<file path="src/rtl/fifo_packer.sv">
// fifo_packer: packs RATIO narrow FIFO words into one registered wide beat with a lane mask and flush support
module fifo_packer #(
    parameter int SIZE      = 4,
    parameter int RATIO_IDX = 2
) (
    input  logic                          clk,
    input  logic                          rst,
    input  logic                          in_val,
    output logic                          in_rdy,
    input  logic [SIZE-1:0]               in_data,
    input  logic                          flush,
    output logic                          out_val,
    input  logic                          out_rdy,
    output logic [SIZE*(1<<RATIO_IDX)-1:0] out_data,
    output logic [(1<<RATIO_IDX)-1:0]     out_mask
);
    localparam int RATIO = 1 << RATIO_IDX;
    localparam logic [RATIO_IDX-1:0] LAST = RATIO_IDX'(RATIO - 1);
    logic [(RATIO-1)*SIZE-1:0] r_acc;
    logic [RATIO_IDX-1:0]      r_cnt;
    logic [SIZE*RATIO-1:0]     r_out_data;
    logic [RATIO-1:0]          r_out_mask;
    logic                      r_out_val;
    logic                      r_flush_pend;
    logic                      w_slot_free;
    logic                      w_last;
    logic                      w_accept;
    logic                      w_load_full;
    logic                      w_flush_srv;
    logic                      w_flush_emit;
    logic [RATIO-1:0]          w_part_mask;
    always_comb begin
        w_slot_free  = !r_out_val || out_rdy;
        w_last       = r_cnt == LAST;
        in_rdy       = !rst && !r_flush_pend && (!w_last || w_slot_free);
        w_accept     = in_val && in_rdy;
        w_load_full  = w_accept && w_last;
        w_flush_srv  = r_flush_pend && w_slot_free;
        w_flush_emit = w_flush_srv && r_cnt != '0;
        w_part_mask  = ~({RATIO{1'b1}} << r_cnt);
    end
    always_ff @(posedge clk) begin
        if (rst) begin
            r_acc        <= '0;
            r_cnt        <= '0;
            r_out_data   <= '0;
            r_out_mask   <= '0;
            r_out_val    <= 1'b0;
            r_flush_pend <= 1'b0;
        end else begin
            r_flush_pend <= r_flush_pend ? !w_flush_srv : flush;
            r_out_val    <= (w_load_full || w_flush_emit) ? 1'b1 : (out_rdy ? 1'b0 : r_out_val);
            if (w_load_full) begin
                r_out_data <= {in_data, r_acc};
                r_out_mask <= '1;
                r_cnt      <= '0;
                r_acc      <= '0;
            end else if (w_flush_emit) begin
                r_out_data <= {{SIZE{1'b0}}, r_acc};
                r_out_mask <= w_part_mask;
                r_cnt      <= '0;
                r_acc      <= '0;
            end else if (w_accept) begin
                r_acc[r_cnt*SIZE +: SIZE] <= in_data;
                r_cnt                     <= r_cnt + 1'b1;
            end
        end
    end
    assign out_val  = r_out_val;
    assign out_data = r_out_data;
    assign out_mask = r_out_mask;
endmodule

</file>
<file path="config.mk">
export PLATFORM = sky130hd
export DESIGN_NAME = fifo_packer
export DESIGN_NICKNAME = d
export VERILOG_FILES = /design/src/rtl/fifo_packer.sv
export SDC_FILE = /design/constraint.sdc
export NUM_CORES = 1
export LEC_CHECK = 0
export ABC_CLOCK_PERIOD_IN_PS = 2900
export CORE_MARGIN = 5
export CORE_UTILIZATION = 45
export CTS_CLUSTER_SIZE = 10
export DETAILED_ROUTE_END_ITERATION = 16
export GPL_TIMING_DRIVEN = 1
export PLACE_DENSITY_LB_ADDON = 0.1
export SLEW_MARGIN = 20
export SYNTH_ARGS = -nofsm -noshare
export SYNTH_HDL_FRONTEND = slang
export SYNTH_SLANG_ARGS = --single-unit
</file>
<file path="constraint.sdc">
create_clock -name clk -period 2.9 [get_ports clk]
set_clock_uncertainty 0.1 [all_clocks]
set_input_delay 0.29 -clock clk [delete_from_list [all_inputs] [get_ports clk]]
set_output_delay 0.29 -clock clk [all_outputs]
set_load 0.05 [all_outputs]
</file>
==> results of run 1 <==
[kinds of logic (layout without fill, tap and decap cells)]
logic type / count (synthesis) / after routing / share of synthesized area
mux: 2 / 2 / 0.0135
compound gates: 47 / 47 / 0.174
flops: 36 / 36 / 0.486
fa+ha+maj: 5 / 5 / 0.0422
xor+xnor: 1 / 1 / 0.00590
simple gates: 61 / 61 / 0.235
buf+inv: 13 / 45 / 0.0438
[final timing paths]
kind                         startpoint                        end  slack [ns]  cells after the start
hold reg to reg   r_acc[4]$_SDFFE_PP0P_      r_acc[4]$_SDFFE_PP0P_        0.36                      2
setup / recovery  r_cnt[0]$_SDFFE_PP0P_  out_data[13]$_SDFFE_PP0P_        0.79                      5
setup reg to reg  r_cnt[0]$_SDFFE_PP0P_  out_data[13]$_SDFFE_PP0P_        0.79                      5
hold / removal    r_acc[4]$_SDFFE_PP0P_      r_acc[4]$_SDFFE_PP0P_        0.36                      2
[critical path: stages, from the launching register on]
cell and delay, ns:
dfxtp_1 0.48, inv_1 0.14, ha_1 0.30, nor3b_4 0.60
nor3_2 0.15, a22o_1 0.22
[registers in the layout, indices dropped and copies added, names as in the netlist]
name          count
out_val           1
out_mask          4
r_flush_pend      1
r_cnt             2
out_data         16
r_acc            12
[layout make-up]
| cell class | instances | area (um^2) |
|---|---|---|
| tap | 44 | 55.1 |
| inverter | 3 | 11.3 |
| timing repair buffer | 34 | 328 |
| multi-input combinational | 116 | 698 |
| clock buffer | 8 | 58.8 |
| sequential | 36 | 721 |
| fill | 321 | 1230 |
[power groups by stage]
stage	combinational [mW]	sequential [mW]	clock [mW]
4_1_cts	0.0856	0.507	0.279
3_3_place_gp	0.0835	0.518	0
2_1_floorplan	0.0544	0.521	0
6_report	0.0862	0.507	0.272
5_1_grt	0.0931	0.509	0.304
3_5_place_dp	0.0851	0.519	0
[stage by stage]
stage / std cells / setup slack [ns] / power, mW
CTS: 241 / 0.783 / 0.872
floorplan: 165 / 0.609 / 0.575
global placement: 233 / 0.764 / 0.602
global route: 241 / 0.637 / 0.906
detailed placement: 233 / 0.682 / 0.604
finish: 241 / 0.791 / 0.866
[placed cells by master, fill, tap and decap left out, drive strengths merged, types with 2 or more instances in the layout]
cell           Yosys  routed
a22o               4       4
nand4             12      12
a31oi              2       2
inv                3       3
ha                 5       5
nand3             17      17
o21ai             14      14
nor2               4       4
a21oi             26      26
mux2i              2       2
nand2             15      15
buf                6       5
nor3b              6       6
clkdlybuf4s50      0      29
nand3b             2       2
dfxtp             36      36
clkbuf             4       8
[metal layers]
layer  global-route usage  wire length [um]  up-vias
li1                     -                 -      665
met2                0.267              1580       49
met1                0.229              1620      592
met4               0.0835                69        0
met3               0.0499               275        9
met5                    0                 0        -
==> reports/qor.yml, run 1 <==
job:
  cap_violations: 0
cts:
  cts_hold_buffers: 0
  clk_pin_slew_worst_paths_ns: 0.10
  cts.sinks: 36
  numCtsBuffers: 5
  ctsRootBufferMaster: "clkbuf_4"
  clockBufferDepth: 2
  cts_resized: 0
  post-cts-setup-buffer-count: 0
  cts_tree: "yes"
  clock_latency_ns: 0.34
  htreeDepth: 2
placement:
  placed_cell_area_um2: 1810
  place.gp.congestion: 0.845
  numPortBuffers: 30
  dp_hpwl_mm: 2.57
timing:
  grt_setup_unrepaired: "false"
  fin_crit_sh: 0.727
  fmax_ghz: 0.474
  drv_slew: 0
  worstMarginPinSlew_ns: 0.651
  setup-tns-final_ns: 0
  timing.hold.ws_ns: 0.356
  finalCriticalPeriod_ns: 2.11
  hold_viol: 0
  setup_violations: 0
  slew_headroom: 0.565
floorplan:
  die_x_um: 67.4
  die_h_um: 67.4
  ios: 31
  dieArea_um2: 4550
  core_area_um2: 3100
  start_util: 0.478
  rows: 20
final_layout:
  antenna-diode-count: 0
  final_util: 0.603
  design_area_um2: 1870
  area_growth_syn_to_layout_pct: 26.1
  nets: 210
  drive_gt1_frac: 0.0711
logic_synthesis:
  ys_top_cells_by_area: "dfxtp_1 (49%), a21oi_1 (8.8%), nand3_1 (5.7%), nand4_1 (5.1%), o21ai_1 (4.7%)"
  synth.yosys.warnings: 0
  synthTopCellsByCount: "dfxtp_1 (36), a21oi_1 (26), nand3_1 (17), nand2_1 (15), o21ai_1 (14)"
  synth_flop_cell: "dfxtp_1"
  synthCells: 165
  synth_edf_count: 0
  ys_types: 26
  yosysTopAreaCell: "dfxtp_1"
  syn-num-nets: 179
  synth_most_common_cell: "dfxtp_1"
  synthArstFlopShare: 0
  yosysTopAreaCellShare: 0.486
  yosysSeqAreaShare: 0.486
  syn-cell-area_um2: 1480
  ys_ff_latch: 36
  synth.avg_cell_area_um2: 8.99
critical_path:
  worstSetupEndpointType: "register"
  worstPathRequired_ns: 3.03
  cp.arrival_ns: 2.24
  crit_path_start_kind: "register"
  critPathMaxFanout: 17
  path_class: "reg2reg"
drt:
  vias: 1315
  drtAntennaViolNets: 0
  wl_per_cell_um: 14.7
  drt_iter0_markers: 83
  first_pass_iters: 4
  drt-total-wl_mm: 3.54
  routed_via_density: 5.46
  drc: 0
pwr:
  total_leakage_power_nw: 0.617
  switching_share: 0.245
  intPower_mw: 0.653
  powerDensity_nw_per_um2: 463
  pwr-share-seq: 0.586
  worst_ir_drop_vdd_uv: 281
  p_clk_frac: 0.314
  power_frac_comb: 0.100
  p_switching_mw: 0.212
global_routing:
  grt_overflow: 0
  grt_pass1_wl_mm: 5.90
  grt_start_max_net_pins: 21
  grt_antenna_before_repair: 0
  grt_use_total: 0.176
  first_global_vias: 1245
outcome:
  outcome: "finished clean"
worst_hold_path:
  hp-class: "reg2reg"
Note: power is estimated with default switching activity, not from simulation.
==> run 2, diff against run 1 <==
ABC_CLOCK_PERIOD_IN_PS = 2100   (was 2900)
clock period = 2.1 ns   (was 2.9 ns; I/O delays follow)
==> run 2 against run 1 <==
Compared with the run above: non-clock buffer count up 3; clock power grew 71%; setup slack lost 0.63 ns; sequential power grew 38%.
==> reports/qor.yml, run 2 (synthesis results as in run 1) <==
floorplan:
  start_util: 0.478  # unchanged
  core_area_um2: 3100  # unchanged
  die_h_um: 67.4  # unchanged
  dieArea_um2: 4550  # unchanged
  rows: 20  # unchanged
  die_x_um: 67.4  # unchanged
  ios: 31  # unchanged
global_routing:
  grt_pass1_wl_mm: 6.11  # +3.6%
  grt_overflow: 0  # unchanged
  grt_start_max_net_pins: 21  # unchanged
  grt_use_total: 0.179  # +0.00307
  grt_antenna_before_repair: 0  # unchanged
  first_global_vias: 1295  # +4.0%
outcome:
  outcome: "finished clean"
timing:
  grt_setup_unrepaired: "false"
  worstMarginPinSlew_ns: 0.521  # -0.130 ns
  setup_violations: 0  # unchanged
  setup-tns-final_ns: 0  # unchanged
  fin_crit_sh: 0.925
  fmax_ghz: 0.515
  slew_headroom: 0.652  # +0.0862
  drv_slew: 0  # unchanged
  hold_viol: 0  # unchanged
  finalCriticalPeriod_ns: 1.94
pwr:
  p_clk_frac: 0.360  # +0.046
  total_leakage_power_nw: 0.650  # +5.3%
  power_frac_comb: 0.098  # -0.002
  worst_ir_drop_vdd_uv: 345  # +23%
  p_switching_mw: 0.301  # +42%
  powerDensity_nw_per_um2: 670  # +45%
  pwr-share-seq: 0.542  # -0.044
  intPower_mw: 0.993  # +52%
  switching_share: 0.232  # -0.0129
  p_total_mw: 1.29  # +49%
cts:
  clk_pin_slew_worst_paths_ns: 0.11  # about the same
  clockBufferDepth: 2  # unchanged
  cts_hold_buffers: 0  # unchanged
  clock_latency_ns: 0.34  # about the same
  cts_tree: "yes"
  numCtsBuffers: 5  # unchanged
  post-cts-setup-buffer-count: 0  # unchanged
  htreeDepth: 2  # unchanged
  cts.sinks: 36  # unchanged
  ctsRootBufferMaster: "clkbuf_4"
  cts_resized: 0  # unchanged
drt:
  vias: 1305  # -0.76%
  drtAntennaViolNets: 0  # unchanged
  wl_per_cell_um: 14.7  # +0.19%
  drc: 0  # unchanged
  drt_iter0_markers: 76  # -8.4%
  routed_via_density: 5.35  # -2.0%
  drt-total-wl_mm: 3.59  # +1.4%
  first_pass_iters: 4  # unchanged
final_layout:
  largest_register_ff_count: 16  # unchanged
  antenna-diode-count: 0  # unchanged
  final_common_cell: "dfxtp_1"
  final_cell_mix: "dfxtp_1 (36), clkdlybuf4s50_1 (29), a21oi_1 (26)"
  area_growth_syn_to_layout_pct: 30.0
  num-fill-cells: 303  # -5.6%
  nets: 213  # +1.4%
  drive_gt1_frac: 0.0950  # +0.0239
critical_path:
  path_class: "reg2out"
  r2r_setup_slack_ns: 0.25  # -0.54 ns
  worstSetupEndpointType: "output pin"
  critPathMaxFanout: 6  # -11
  r2r_start: "r_cnt[0]$_SDFFE_PP0P_"
  crit_path_start_kind: "register"
  reg2reg_depth: 5  # unchanged
  cp.arrival_ns: 1.63  # -0.61 ns
  worstPathRequired_ns: 1.79  # -1.24 ns
  timing.rr.end: "r_cnt[0]$_SDFFE_PP0P_"
job:
  cap_violations: 0  # unchanged
placement:
  dp_hpwl_mm: 2.61  # +1.6%
  place.gp.congestion: 0.829  # -1.9%
  numPortBuffers: 30  # unchanged
worst_hold_path:
  hold-path-endpoint: "r_acc[7]$_SDFFE_PP0P_"
  hp-class: "reg2reg"
  whs_path_depth: 2  # unchanged
  hold_start: "r_acc[7]$_SDFFE_PP0P_"
run 2: cell types whose count changed in the layout (fill, tap and decap cells not counted):
| cell | previous run | this run |
|---|---|---|
| nor3b_2 | 0 | 1 |
| buf_12 | 0 | 1 |
| buf_4 | 5 | 7 |
| bufinv_16 | 0 | 1 |
| nor3b_1 | 4 | 3 |
| clkbuf_8 | 1 | 0 |
| clkinv_2 | 0 | 1 |
| clkbuf_1 | 2 | 1 |
run 2: cell type report:
| cell class | instances | area [um^2] | area share |
|---|---|---|---|
| sequential | 36 | 721 | 0.374 |
| clock buffer | 6 | 41.3 | 0.0214 |
| tap | 44 | 55.1 | 0.0285 |
| timing repair buffer | 37 | 363 | 0.188 |
| multi-input combinational | 116 | 703 | 0.364 |
| clock inverter | 2 | 35.0 | 0.0182 |
| inverter | 3 | 11.3 | 0.00584 |
run 2: metrics by stage:
step            util  setup slack, ns  hold WS (ns)  std cells  cell area (um^2)
3_3_place_gp   0.597            0.273         0.344        236              1850
5_1_grt        0.622           0.0268         0.386        244              1930
3_5_place_dp   0.597            0.192         0.347        236              1850
6_report       0.622            0.158         0.360        244              1930
2_1_floorplan      -            0.371         0.243        165              1490
4_1_cts        0.622            0.131         0.363        244              1930
run 2: worst max path at each step:
stage	from	end	slack [ns]	cells after the start
6_report	r_cnt[0]$_SDFFE_PP0P_	in_rdy	0.16	4
5_1_grt	r_cnt[0]$_SDFFE_PP0P_	in_rdy	0.03	4
4_1_cts	r_cnt[0]$_SDFFE_PP0P_	in_rdy	0.13	4
3_5_place_dp	rst	out_data[15]$_SDFFE_PP0P_	0.19	6
3_3_place_gp	rst	out_data[12]$_SDFFE_PP0P_	0.27	6
2_1_floorplan	out_val$_SDFFE_PP0P_	out_data[10]$_SDFFE_PP0P_	0.37	5
run 2: worst max-delay path, cell delays in order, from the launching register on:
cell and delay, ns:
dfxtp_1 0.38, ha_1 0.26, nand3b_1 0.20, nor3b_2 0.29
buf_12 0.17
run 2: per-layer routing:
| layer | wire length [um] | global-route usage | up-vias | part of all wire |
|---|---|---|---|---|
| met4 | 35 | 0.0608 | 0 | 0.0097 |
| met3 | 146 | 0.0516 | 6 | 0.041 |
| met2 | 1660 | 0.281 | 30 | 0.46 |
| met5 | 0 | 0 | - | 0 |
| met1 | 1750 | 0.235 | 602 | 0.49 |
| li1 | - | - | 667 | - |
run 2: power by group through the flow:
stage	clock network, mW	logic [mW]	registers [mW]
2_1_floorplan	0	0.0757	0.720
3_3_place_gp	0	0.121	0.716
3_5_place_dp	0	0.125	0.716
4_1_cts	0.478	0.126	0.701
5_1_grt	0.515	0.137	0.703
6_report	0.466	0.127	0.701
==> run 3, diff against run 2 <==
CAP_MARGIN = 15   (was default)
PLACE_DENSITY = 0.72   (was default)
PLACE_DENSITY_LB_ADDON = default   (was 0.1)
==> run 3 against run 2 <==
Compared with the run above: first-iteration DRC count is 17% higher; combinational power grew 9%; die area unchanged; worst hold slack better by 0.0066 ns; global-route usage fell by 0.19 points; non-clock buffer count grew 4; core utilization is 1.1 points higher.
==> reports/qor.yml, run 3 (synthesis results as in run 1) <==
critical_path:
  r2r_setup_slack_ns: 0.31  # +0.06 ns
  worstPathRequired_ns: 1.79  # about the same
  startpoint: "r_cnt[0]$_SDFFE_PP0P_"
  endpoint: "in_rdy"
  worstSetupEndpointType: "output pin"
  path_class: "reg2out"
  timing.rr.end: "r_acc[1]$_SDFFE_PP0P_"
  r2r_start: "r_cnt[0]$_SDFFE_PP0P_"
  crit_path_start_kind: "register"
  cp.arrival_ns: 1.69  # +0.06 ns
  reg2reg_depth: 6  # +1
  critPathMaxFanout: 5  # -1
placement:
  place.gp.congestion: 0.880  # +6.1%
  placed_cell_area_um2: 1880  # +1.6%
  dpl_worst_slack_ns: 0.216  # +0.0237 ns
  dp_hpwl_mm: 2.58  # -1.2%
  numPortBuffers: 30  # unchanged
floorplan:
  die_h_um: 67.4  # unchanged
  rows: 20  # unchanged
  start_util: 0.478  # unchanged
  dieArea_um2: 4550  # unchanged
  ios: 31  # unchanged
  core_area_um2: 3100  # unchanged
  die_x_um: 67.4  # unchanged
job:
  cap_violations: 0  # unchanged
timing:
  slew_headroom: 0.659  # +0.00750
  timing.hold.ws_ns: 0.367  # +0.00655 ns
  setup-tns-final_ns: 0  # unchanged
  grt_setup_unrepaired: "false"
  finalCriticalPeriod_ns: 2.00  # +0.0545 ns
  hold_viol: 0  # unchanged
  setup_ws_ns: 0.103  # -0.0545 ns
  fmax_ghz: 0.501  # -2.7%
  fin_crit_sh: 0.951  # +0.0259
  worstMarginPinSlew_ns: 0.510  # -0.0114 ns
  setup_violations: 0  # unchanged
  drv_slew: 0  # unchanged
drt:
  routed_via_density: 5.36  # +0.27%
  drt-total-wl_mm: 3.47  # -3.3%
  drc: 0  # unchanged
  drt_iter0_markers: 89  # +17%
  first_pass_iters: 4  # unchanged
  drtAntennaViolNets: 0  # unchanged
  vias: 1330  # +1.9%
  wl_per_cell_um: 14.0  # -4.8%
cts:
  post-cts-setup-buffer-count: 0  # unchanged
  cts_resized: 0  # unchanged
  clk_pin_slew_worst_paths_ns: 0.11  # about the same
  clockBufferDepth: 2  # unchanged
  ctsRootBufferMaster: "clkbuf_4"
  numCtsBuffers: 5  # unchanged
  cts.sinks: 36  # unchanged
  cts_tree: "yes"
  cts_hold_buffers: 0  # unchanged
  htreeDepth: 2  # unchanged
  clock_latency_ns: 0.34  # about the same
global_routing:
  top_usage_layer: "met2"
  grt_overflow: 0  # unchanged
  grt_start_max_net_pins: 21  # unchanged
  grt_antenna_before_repair: 0  # unchanged
  grt_use_total: 0.177  # -0.00190
  grt_pass1_wl_mm: 6.07  # -0.67%
  grtUsageMet3: 0.0483  # -0.00333
  grtUsageMet2: 0.272  # -0.00859
  grtUsageMet1: 0.233  # -0.00133
  first_global_vias: 1366  # +5.5%
outcome:
  outcome: "finished clean"
final_layout:
  design_area_um2: 1960  # +1.8%
  antenna-diode-count: 0  # unchanged
  register_area_um2: 721  # unchanged
  largest_register_ff_count: 16  # unchanged
  final_util: 0.633  # +0.0109
  multi_input_area_um2: 703  # unchanged
  nets: 217  # +1.9%
  final_cell_mix: "dfxtp_1 (36), clkdlybuf4s50_1 (29), a21oi_1 (26)"
  area_growth_syn_to_layout_pct: 32.3
  drive_gt1_frac: 0.118  # +0.0226
  final_common_cell: "dfxtp_1"
  num-fill-cells: 293  # -3.3%
worst_hold_path:
  hp-class: "reg2reg"
pwr:
  powerDensity_nw_per_um2: 671  # about the same
  total_leakage_power_nw: 0.669  # +3.0%
  worst_ir_drop_vdd_uv: 458  # +33%
run 3: cell types whose count changed in the layout (fill, tap and decap cells not counted):
| cell | delta |
|---|---|
| buf_4 | +4 |
| clkbuf_1 | -1 |
| clkinvlp_4 | +1 |
run 3: stage by stage:
step / cells / power [mW]
2_1_floorplan: 165 / 0.795
3_3_place_gp: 240 / 0.844
3_5_place_dp: 240 / 0.849
4_1_cts: 248 / 1.33
5_1_grt: 248 / 1.37
6_report: 248 / 1.32
run 3: power by group:
| group | internal [mW] | total, mW | switching [mW] | leakage (nW) |
|---|---|---|---|---|
| Clock | 0.248 | 0.481 | 0.233 | 0.0412 |
| Sequential | 0.691 | 0.698 | 0.00653 | 0.291 |
| Combinational | 0.0584 | 0.138 | 0.0799 | 0.337 |
| Total | 0.998 | 1.32 | 0.319 | 0.669 |
run 3: worst min path at each step:
stage	from	end	slack (ns)	cells past startpoint
2_1_floorplan	in_data[0]	out_data[12]$_SDFFE_PP0P_	0.24	1
3_3_place_gp	out_mask[2]$_SDFFE_PP0P_	out_mask[2]$_SDFFE_PP0P_	0.35	2
3_5_place_dp	r_acc[6]$_SDFFE_PP0P_	r_acc[6]$_SDFFE_PP0P_	0.35	2
4_1_cts	r_acc[6]$_SDFFE_PP0P_	r_acc[6]$_SDFFE_PP0P_	0.36	2
5_1_grt	r_acc[4]$_SDFFE_PP0P_	r_acc[4]$_SDFFE_PP0P_	0.39	2
6_report	r_acc[6]$_SDFFE_PP0P_	r_acc[6]$_SDFFE_PP0P_	0.37	2
run 3: layout make-up:
cell class	count	area share
multi-input combinational	116	0.358
clock buffer	5	0.0191
clock inverter	3	0.0217
timing repair buffer	41	0.200
inverter	3	0.00574
tap	44	0.0280
sequential	36	0.367
run 3: routing by layer:
| metal | vias up | part of all wire |
|---|---|---|
| met5 | - | 0 |
| met4 | 0 | 0.017 |
| met3 | 6 | 0.062 |
| met2 | 51 | 0.44 |
| met1 | 602 | 0.48 |
| li1 | 671 | - |
run 3: critical path, cell delays in order (launching register included):
cell      delay [ns]
dfxtp_1         0.32
buf_4           0.15
ha_1            0.24
nand3b_1        0.20
nor3b_2         0.27
buf_12          0.17
==> variant: new RTL, flow settings as in run 3 <==
Reset style: asynchronous (`rst`), changed in one clocked block.
--- a/src/rtl/fifo_packer.sv
+++ b/src/rtl/fifo_packer.sv
@@ -39,7 +39,7 @@
         w_flush_emit = w_flush_srv && r_cnt != '0;
         w_part_mask  = ~({RATIO{1'b1}} << r_cnt);
     end
-    always_ff @(posedge clk) begin
+    always_ff @(posedge clk or posedge rst) begin
         if (rst) begin
             r_acc        <= '0;
             r_cnt        <= '0;
Behaviour: differs if rst is asserted again (counterexample within 4 cycles, from zero or initial values and one cycle with rst high); with rst held inactive, the same outputs for 10 cycles.
==> variant against run 3 <==
Via count shrank 17%. Setup slack gained 43 ps. Sequential cell count stayed put. Core utilization down 1.7 points. Synthesized area increased by 5.7%. Cell count fell by 15%. Global-route usage is 2.9 points lower. Final area is 5.5% higher. Wire length shrank 6.6%.
Power is not compared: it rests on default switching activity, and its combinational part moved more than twofold at a synthesized area within 25%.
==> variant: results (changes against run 3) <==
ys_top_cells_by_area: "dfrtp_1, mux2_4, a32o_1"
avgSynthCellArea_um2: 13.08  # +45%
switchingPower_mw: 0.9692
reg2reg_depth: 4  # -2
final_nets: 177  # -18%
holdCritPathClass: "primary input to asynchronous set/reset pin"
grt_pass1_wl_um: 5616  # -7.5%
path_class: "register to register"
final_layout_size_suffix_gt1_frac: 0.2622  # +0.1445
arrival_ps: 2100  # +410 ps
tightest_slew_ps: 544.9  # +35.19 ps
dpl-instance-area_um2: 1991  # +5.7%
cp_slowest_cell: "or3b_2"
track_usage: 0.1486  # -0.02857
post_cts_buffers: 0  # unchanged
synth.net_count: 134  # -25%
place_ws_ps: -49.45  # -265.5 ps
critPathTopFamily: "simple AND/OR/NAND/NOR gates"
dp_cells: 200  # -17%
cts_buffers: 5  # unchanged
worstSetupStartpoint: "r_cnt[1]"
max_stage_delay_ps: 660  # +340 ps
drtIter0Drc: 36  # -60%
post_drt_wl_per_cell_um: 15.44  # +10%
seq_area_frac_synth: 0.5742  # +0.08850
synthTopCellsByCount: "dfrtp_1, nand2_1, a32o_1"
grt_pass1_vias: 1210  # -11%
crit_fanout: 16  # +11
vias_per_cell: 5.257  # -2.0%
ys_types: 33  # +27%
yosys_warnings: 0  # unchanged
dp_hpwl_um: 2428  # -6.0%
post_cts_resized: 0  # unchanged
r2r_end: "r_acc[9]"
ys_async_sr_fraction: 1.000  # +1.000
largest_register_ff_count: 16  # unchanged
grt_max_degree: 20  # -4.8%
status: "completed"
setup_ws_ps: 146.4  # +43.35 ps
final-instance-count-excl-fill: 210  # -15%
holdWs_ps: 258.9  # -108.2 ps
gp_congestion: 0.7651  # -13%
insertedDiodeCount: 0  # unchanged
-- variant: cell type report --
type / instances / area, um2
clock inverter: 3 / 18.77
multi-input combinational: 75 / 630.6
clock buffer: 5 / 37.54
inverter: 3 / 11.26
timing repair buffer: 42 / 412.9
sequential: 36 / 902.1
fill: 297 / 1292
tap: 46 / 57.56
-- variant: kinds of logic (layout without fill, tap and decap cells) --
kind of cell | Yosys count | in the layout | synth area share
AO/OA/AOI/OAI | 25 | 25 | 0.1220
multiplexers | 13 | 13 | 0.1100
adder cells (fa/ha/maj) | 5 | 5 | 0.03987
buffers and inverters | 9 | 53 | 0.03589
XOR/XNOR | 1 | 1 | 0.005583
flip-flops | 36 | 36 | 0.5742
AND/OR/NAND/NOR | 31 | 31 | 0.1124
-- variant: routing by layer --
layer	global-route usage	routed length (um)	vias up
met5	0	0	-
met4	0.08677	78	0
met3	0.04797	173	9
met2	0.2458	1627	34
met1	0.1665	1363	545
li1	-	-	516
